==> src/rtl/cpu_dump_pkg.sv <==
// Shared types and constants for the CPU state dump unit.
package cpu_dump_pkg;

    // Dump FSM: header words, then register file, then low data memory.
    typedef enum logic [1:0] {
        IDLE = 2'd0,
        HDR  = 2'd1,
        REG  = 2'd2,
        MEM  = 2'd3
    } dump_state_t;

    localparam int HDR_WORDS = 4;

    // Position of each frozen value inside the header section.
    localparam int HDR_CYCLE = 0;
    localparam int HDR_STALL = 1;
    localparam int HDR_FLUSH = 2;
    localparam int HDR_PC    = 3;

endpackage

==> src/rtl/perf_counter.sv <==
// Cycle / stall / flush performance counters with a capture strobe that
// freezes the stall and flush counts into header registers.  The cycle
// count is exposed live; the dump unit loads it straight into its output
// register on the capture edge, so that register serves as its header copy.
module perf_counter
    import cpu_dump_pkg::*;
#(
    parameter int DATA_W = 32
) (
    input  logic              clk,
    input  logic              rst,
    input  logic              start,
    input  logic              stall,
    input  logic              branch,
    input  logic              flush,
    input  logic              capture,
    output logic [DATA_W-1:0] cycle_cnt,
    output logic [DATA_W-1:0] stall_hdr,
    output logic [DATA_W-1:0] flush_hdr
);

    logic [DATA_W-1:0] stall_cnt;
    logic [DATA_W-1:0] flush_cnt;

    // Free-running gated counters; capture takes the pre-increment values.
    always_ff @(posedge clk) begin
        if (rst) begin
            cycle_cnt <= '0;
            stall_cnt <= '0;
            flush_cnt <= '0;
            stall_hdr <= '0;
            flush_hdr <= '0;
        end else begin
            if (start)                     cycle_cnt <= cycle_cnt + 1'b1;
            if (start && stall && !branch) stall_cnt <= stall_cnt + 1'b1;
            if (start && flush)            flush_cnt <= flush_cnt + 1'b1;
            if (capture) begin
                stall_hdr <= stall_cnt;
                flush_hdr <= flush_cnt;
            end
        end
    end

endmodule

==> src/rtl/cpu_state_dump.sv <==
// Debug readout unit: streams header (cycle, stall, flush, PC), register
// file and low data memory over a valid/ready word interface.
// Optional macro DUMP_DMEM_EN: when defined, the data-memory section is
// appended; when undefined the stream ends at the last register word.
//
// state | meaning
// IDLE  | no snapshot, waiting for snap_i
// HDR   | sending the four frozen header words
// REG   | sending register words x0..x(NUM_REGS-1)
// MEM   | sending data-memory words 0..NUM_DMEM-1
module cpu_state_dump
    import cpu_dump_pkg::*;
#(
    parameter int NUM_REGS = 32,
    parameter int NUM_DMEM = 8,
    parameter int DATA_W   = 32
) (
    input  logic              clk_i,
    input  logic              rst_i,
    input  logic              start_i,
    input  logic              stall_i,
    input  logic              branch_i,
    input  logic              flush_i,
    input  logic [DATA_W-1:0] pc_i,
    input  logic              snap_i,
    output logic [4:0]        reg_addr_o,
    input  logic [DATA_W-1:0] reg_data_i,
    output logic [7:0]        dmem_addr_o,
    input  logic [DATA_W-1:0] dmem_data_i,
    output logic [DATA_W-1:0] dout_o,
    output logic              dout_valid_o,
    input  logic              dout_ready_i,
    output logic              dout_last_o,
    output logic              busy_o
);

    localparam int IDX_W = 8;
    localparam logic [IDX_W-1:0] LAST_HDR = IDX_W'(HDR_WORDS - 1);
    localparam logic [IDX_W-1:0] LAST_REG = IDX_W'(NUM_REGS - 1);
    localparam logic [IDX_W-1:0] LAST_MEM = IDX_W'(NUM_DMEM - 1);

    dump_state_t       state_q, state_d;
    logic [IDX_W-1:0]  idx_q, idx_d, idx_nx;
    logic [DATA_W-1:0] dout_q, hdr_pc_q;
    logic              valid_q, last_q;
    logic [DATA_W-1:0] cycle_cnt, stall_hdr, flush_hdr;
    logic              xfer, capture, load, load_last;
    logic [DATA_W-1:0] load_word;

    assign xfer    = valid_q & dout_ready_i;
    assign capture = (state_q == IDLE) & snap_i;
    assign idx_nx  = idx_q + 1'b1;

    perf_counter #(.DATA_W(DATA_W)) u_perf (
        .clk       (clk_i),
        .rst       (rst_i),
        .start     (start_i),
        .stall     (stall_i),
        .branch    (branch_i),
        .flush     (flush_i),
        .capture   (capture),
        .cycle_cnt (cycle_cnt),
        .stall_hdr (stall_hdr),
        .flush_hdr (flush_hdr)
    );

    // State register with the word index inside the current section.
    always_ff @(posedge clk_i) begin
        if (rst_i) begin
            state_q <= IDLE;
            idx_q   <= '0;
        end else begin
            state_q <= state_d;
            idx_q   <= idx_d;
        end
    end

    // Next-state logic: sections advance on the handshake of their last word.
    always_comb begin
        state_d = state_q;
        idx_d   = idx_q;
        case (state_q)
            IDLE: if (snap_i) begin
                state_d = HDR;
                idx_d   = '0;
            end
            HDR: if (xfer) begin
                if (idx_q == LAST_HDR) begin
                    state_d = REG;
                    idx_d   = '0;
                end else begin
                    idx_d = idx_nx;
                end
            end
            REG: if (xfer) begin
                if (idx_q == LAST_REG) begin
`ifdef DUMP_DMEM_EN
                    state_d = MEM;
`else
                    state_d = IDLE;
`endif
                    idx_d   = '0;
                end else begin
                    idx_d = idx_nx;
                end
            end
            MEM: if (xfer) begin
                if (idx_q == LAST_MEM) begin
                    state_d = IDLE;
                    idx_d   = '0;
                end else begin
                    idx_d = idx_nx;
                end
            end
            default: begin
                state_d = IDLE;
                idx_d   = '0;
            end
        endcase
    end

    // Output logic: read addresses and the word to load at the next transfer.
    always_comb begin
        busy_o      = (state_q != IDLE);
        reg_addr_o  = (state_q == REG) ? idx_nx[4:0] : 5'd0;
        dmem_addr_o = 8'd0;
        load        = 1'b0;
        load_word   = '0;
        load_last   = 1'b0;
`ifdef DUMP_DMEM_EN
        if (state_q == MEM) dmem_addr_o = idx_nx;
`endif
        case (state_q)
            IDLE: begin
                load      = snap_i;
                load_word = cycle_cnt;
            end
            HDR: begin
                load = xfer;
                if (idx_q == IDX_W'(HDR_CYCLE))      load_word = stall_hdr;
                else if (idx_q == IDX_W'(HDR_STALL)) load_word = flush_hdr;
                else if (idx_q == IDX_W'(HDR_FLUSH)) load_word = hdr_pc_q;
                else                                 load_word = reg_data_i;
            end
            REG: begin
                load = xfer & ~last_q;
`ifdef DUMP_DMEM_EN
                if (idx_q == LAST_REG) begin
                    load_word = dmem_data_i;
                    load_last = (NUM_DMEM == 1);
                end else begin
                    load_word = reg_data_i;
                end
`else
                load_word = reg_data_i;
                load_last = (idx_nx == LAST_REG);
`endif
            end
            MEM: begin
                load      = xfer & ~last_q;
                load_word = dmem_data_i;
                load_last = (idx_nx == LAST_MEM);
            end
            default: ;
        endcase
    end

`ifndef DUMP_DMEM_EN
    logic unused_dmem;
    assign unused_dmem = ^dmem_data_i;
`endif

    // Stream register: loads on the snap edge or each non-final transfer.
    always_ff @(posedge clk_i) begin
        if (rst_i) begin
            dout_q   <= '0;
            valid_q  <= 1'b0;
            last_q   <= 1'b0;
            hdr_pc_q <= '0;
        end else begin
            if (capture) hdr_pc_q <= pc_i;
            if (load) begin
                dout_q  <= load_word;
                valid_q <= 1'b1;
                last_q  <= load_last;
            end else if (xfer) begin
                valid_q <= 1'b0;
                last_q  <= 1'b0;
            end
        end
    end

    assign dout_o       = dout_q;
    assign dout_valid_o = valid_q;
    assign dout_last_o  = last_q;

endmodule

==> config.mk <==
export PLATFORM = sky130hd
export DESIGN_NAME = cpu_state_dump
export DESIGN_NICKNAME = d
export VERILOG_FILES = /design/src/rtl/cpu_dump_pkg.sv /design/src/rtl/perf_counter.sv /design/src/rtl/cpu_state_dump.sv
export SDC_FILE = /design/constraint.sdc
export NUM_CORES = 1
export LEC_CHECK = 0
export CORE_ASPECT_RATIO = 1.25
export CORE_MARGIN = 10
export CORE_UTILIZATION = 50
export DETAILED_ROUTE_END_ITERATION = 10
export PLACE_DENSITY = 0.8
export SLEW_MARGIN = 15
export SYNTH_ARGS = -nofsm -noshare
export SYNTH_HDL_FRONTEND = slang
export SYNTH_SLANG_ARGS = --single-unit
==> constraint.sdc <==
create_clock -name clk_i -period 3.2 [get_ports clk_i]
set_clock_uncertainty 0.15 [all_clocks]
set_input_delay 0.32 -clock clk_i [delete_from_list [all_inputs] [get_ports clk_i]]
set_output_delay 0.32 -clock clk_i [all_outputs]
set_load 0.005 [all_outputs]
==> impl_metrics.py <==
metrics = {
    "cts": {
        "ctsHtreeMaxLevel": 1,
        "cts_hold_buffers": 0,
        "root_buffer": "clkbuf_16",
        "post-cts-setup-buffers": 0,
        "cts_resized": 0,
        "tritoncts": "done",
        "clk-insertion-delay-late_ns": 0.52,
        "clock-sinks": 236,
        "cts_buffer_depth": 3,
        "cts_buffers": 24,
        "path_clk_slew_ns": 0.06,
    },
    "pwr": {
        "peakVddDrop_uv": 382.1,
        "leakage_nw": 4.655,
        "finalPower_mw": 6.477,
        "p_per_area_nw_per_um2": 469.4,
    },
    "layout": {
        "design_area_um2": 13800,
        "fillers": 1950,
        "drive_above_1_share_pct": 7.078,
        "final_nets": 1638,
        "multi_input_area_um2": 6193,
        "ff_latch_area_um2": 4726,
        "areaGrowthSynthToFinish_pct": 17.50,
        "stdcell_count": 1829,
    },
    "worst_setup_path": {
        "cp.required_ns": 2.73,
        "endpoint_kind": "primary output",
        "crit_type": "reg -> out",
        "start_kind": "flop",
        "arrival_ns": 2.50,
        "cp_max_fo": 10,
    },
    "timing": {
        "finalCritPeriodShare_pct": 92.71,
        "hold_violations": 0,
        "fin_ws_ns": 0.2332,
        "final-setup-viol-count": 0,
        "post-route-min-period_ns": 2.967,
        "worst_pin_slew_ns": 0.8806,
        "slew_violations": 0,
        "max_slew_margin_pct": 41.09,
        "finalSetupTns_ns": 0,
        "rsz0062_at_grt": "no",
        "timing.fmax_mhz": 337.1,
    },
    "yosys": {
        "synth_largest_area_cell": "dfxtp_1",
        "synthesis.area_um2": 11740,
        "yosys_warnings": 0,
        "synth-seq-cells": 236,
        "yosys-top-cells-area": "dfxtp_1, nand2_1, nor2_1, xor2_1, a21oi_1",
        "synthDistinctLibCells": 56,
        "synth_flop_cell": "dfxtp_1",
        "async_flop_share_pct": 0,
        "netlist.area_leader.share_pct": 40.23,
        "ys_seq_area_share_pct": 40.23,
        "avgSynthCellArea_um2": 8.144,
        "synth_edf_count": 0,
        "synthesis.instances": 1442,
    },
    "route": {
        "routedWlPerCell_um": 17.50,
        "postRouteAntennaNets": 0,
        "first_pass_iters": 6,
        "drcViolationCount": 0,
        "drt_iter0_markers": 959,
        "viasPerCell": 5.776,
        "vias": 10570,
        "wirelength_um": 32010,
    },
    "global_routing": {
        "grt_pass1_vias": 10310,
        "antenna_found_initial": 0,
        "track_usage_pct": 20.41,
        "grt_max_degree": 86,
        "grt_pass1_wl_um": 51510,
        "overflow": 0,
    },
    "place": {
        "place_area_um2": 13050,
        "port_buffers": 143,
        "place_inst": 1789,
        "dp_hpwl_um": 22110,
        "place.gp.congestion": 0.9231,
        "place_ws_ns": 0.4305,
    },
    "floorplanning": {
        "core_um2": 23040,
        "die_area_um2": 30060,
        "die_w_um": 157.1,
        "die_h_um": 191.3,
        "row_count": 62,
        "top_level_ports": 152,
        "initial_utilization_pct": 50.97,
    },
    "job": {
        "cap_violations": 0,
    },
    "outcome": {
        "status": "finished, final reports clean",
    },
    "hold_path": {
        "worst_hold_path_type": "in -> reg",
    },
}
## path summary, 6_finish.rpt
kind | startpoint | end | slack (ns) | cells past startpoint
setup reg to reg | idx_q[6] | dout_o[29] | 0.35 | 6
hold / removal | rst_i | u_perf.cycle_cnt[12] | 0.06 | 2
hold reg to reg | u_perf.flush_hdr[12] | u_perf.flush_hdr[12] | 0.30 | 2
setup / recovery | idx_q[0] | reg_addr_o[4] | 0.23 | 5
## cell usage after synthesis (13+ instances only)
library cell	count
mux2i_1	37
xor2_1	74
a211oi_2	30
a211oi_1	34
xnor2_1	16
clkbuf_1	62
and4_1	13
a22o_1	33
nor2_1	181
a21oi_1	114
inv_1	40
a221oi_1	34
and3_1	16
nand4_1	39
nand3_1	50
dfxtp_1	236
nor4_1	41
nand2_1	265
## per-layer routing
metal | routed length (um) | vias up | track usage [%]
met5 | 0 | - | 0
li1 | - | 5157 | -
met1 | 13350 | 4976 | 25.29
met4 | 1040 | 0 | 8.141
met3 | 2107 | 72 | 3.148
met2 | 15510 | 360 | 34.71
## state kept, by name, summed over array words and instances, names as in the netlist
register and cells:
idx_q 8, u_perf.cycle_cnt 32, u_perf.stall_hdr 32, dout_valid_o 1, u_perf.flush_cnt 32, u_perf.flush_hdr 32
state_q 2, dout_last_o 1, dout_o 32, u_perf.stall_cnt 32, hdr_pc_q 32
## cell families after synthesis
kind of cell,share of synthesized area (%)
XOR/XNOR,6.712
flip-flops,40.23
AND/OR/NAND/NOR,25.08
buffers and inverters,7.447
multiplexers,3.250
adder cells (fa/ha/maj),0.7458
other,0.03193
AO/OA/AOI/OAI,16.50
## report_power, final
group | switching (mW) | total (mW) | internal, mW
Combinational | 0.416 | 0.748 | 0.332
Sequential | 0.0476 | 3.05 | 3.00
Clock | 1.12 | 2.68 | 1.56
## area by class of cell
cell class	instances	share of cell area, %
multi-input combinational	1056	44.88
sequential	236	34.25
timing repair buffer	168	11.74
clock buffer	38	5.322
tap	288	2.611
inverter	41	1.115
clock inverter	1	0.06347
antenna	1	0.01813
## cells in the final DEF (no fill, tap or decap), types with 10 or more instances in the layout
cell and count:
inv_1 40, mux2i_1 37, nand4_1 39, o21ai_0 10, xnor2_1 16, a21oi_1 114, a22o_1 33, xor2_1 74
a211oi_1 34, clkdlybuf4s50_1 142, a221oi_1 34, and3_1 16, a211oi_2 30, dfxtp_1 235, nor4_1 41, buf_4 25
nand2_1 264, nor2_1 180, and4_1 13, nand3_1 50, clkbuf_16 25, and2_1 10
## worst max-delay path: stages (launching register included)
cell and delay (ns):
dfxtp_1 0.53, ha_1 0.43, nand3_1 0.19, xor2_1 0.19, nor2_1 0.12, clkdlybuf4s50_1 0.52
## per-stage QoR
stage	hold WS (ns)	util (%)
floorplan	0.2863	-
global placement	0.2917	56.66
detailed placement	0.2979	56.66
CTS	0.05376	59.88
global route	0.07161	59.88
finish	0.06185	59.89
(Power assumes the default switching activity.)
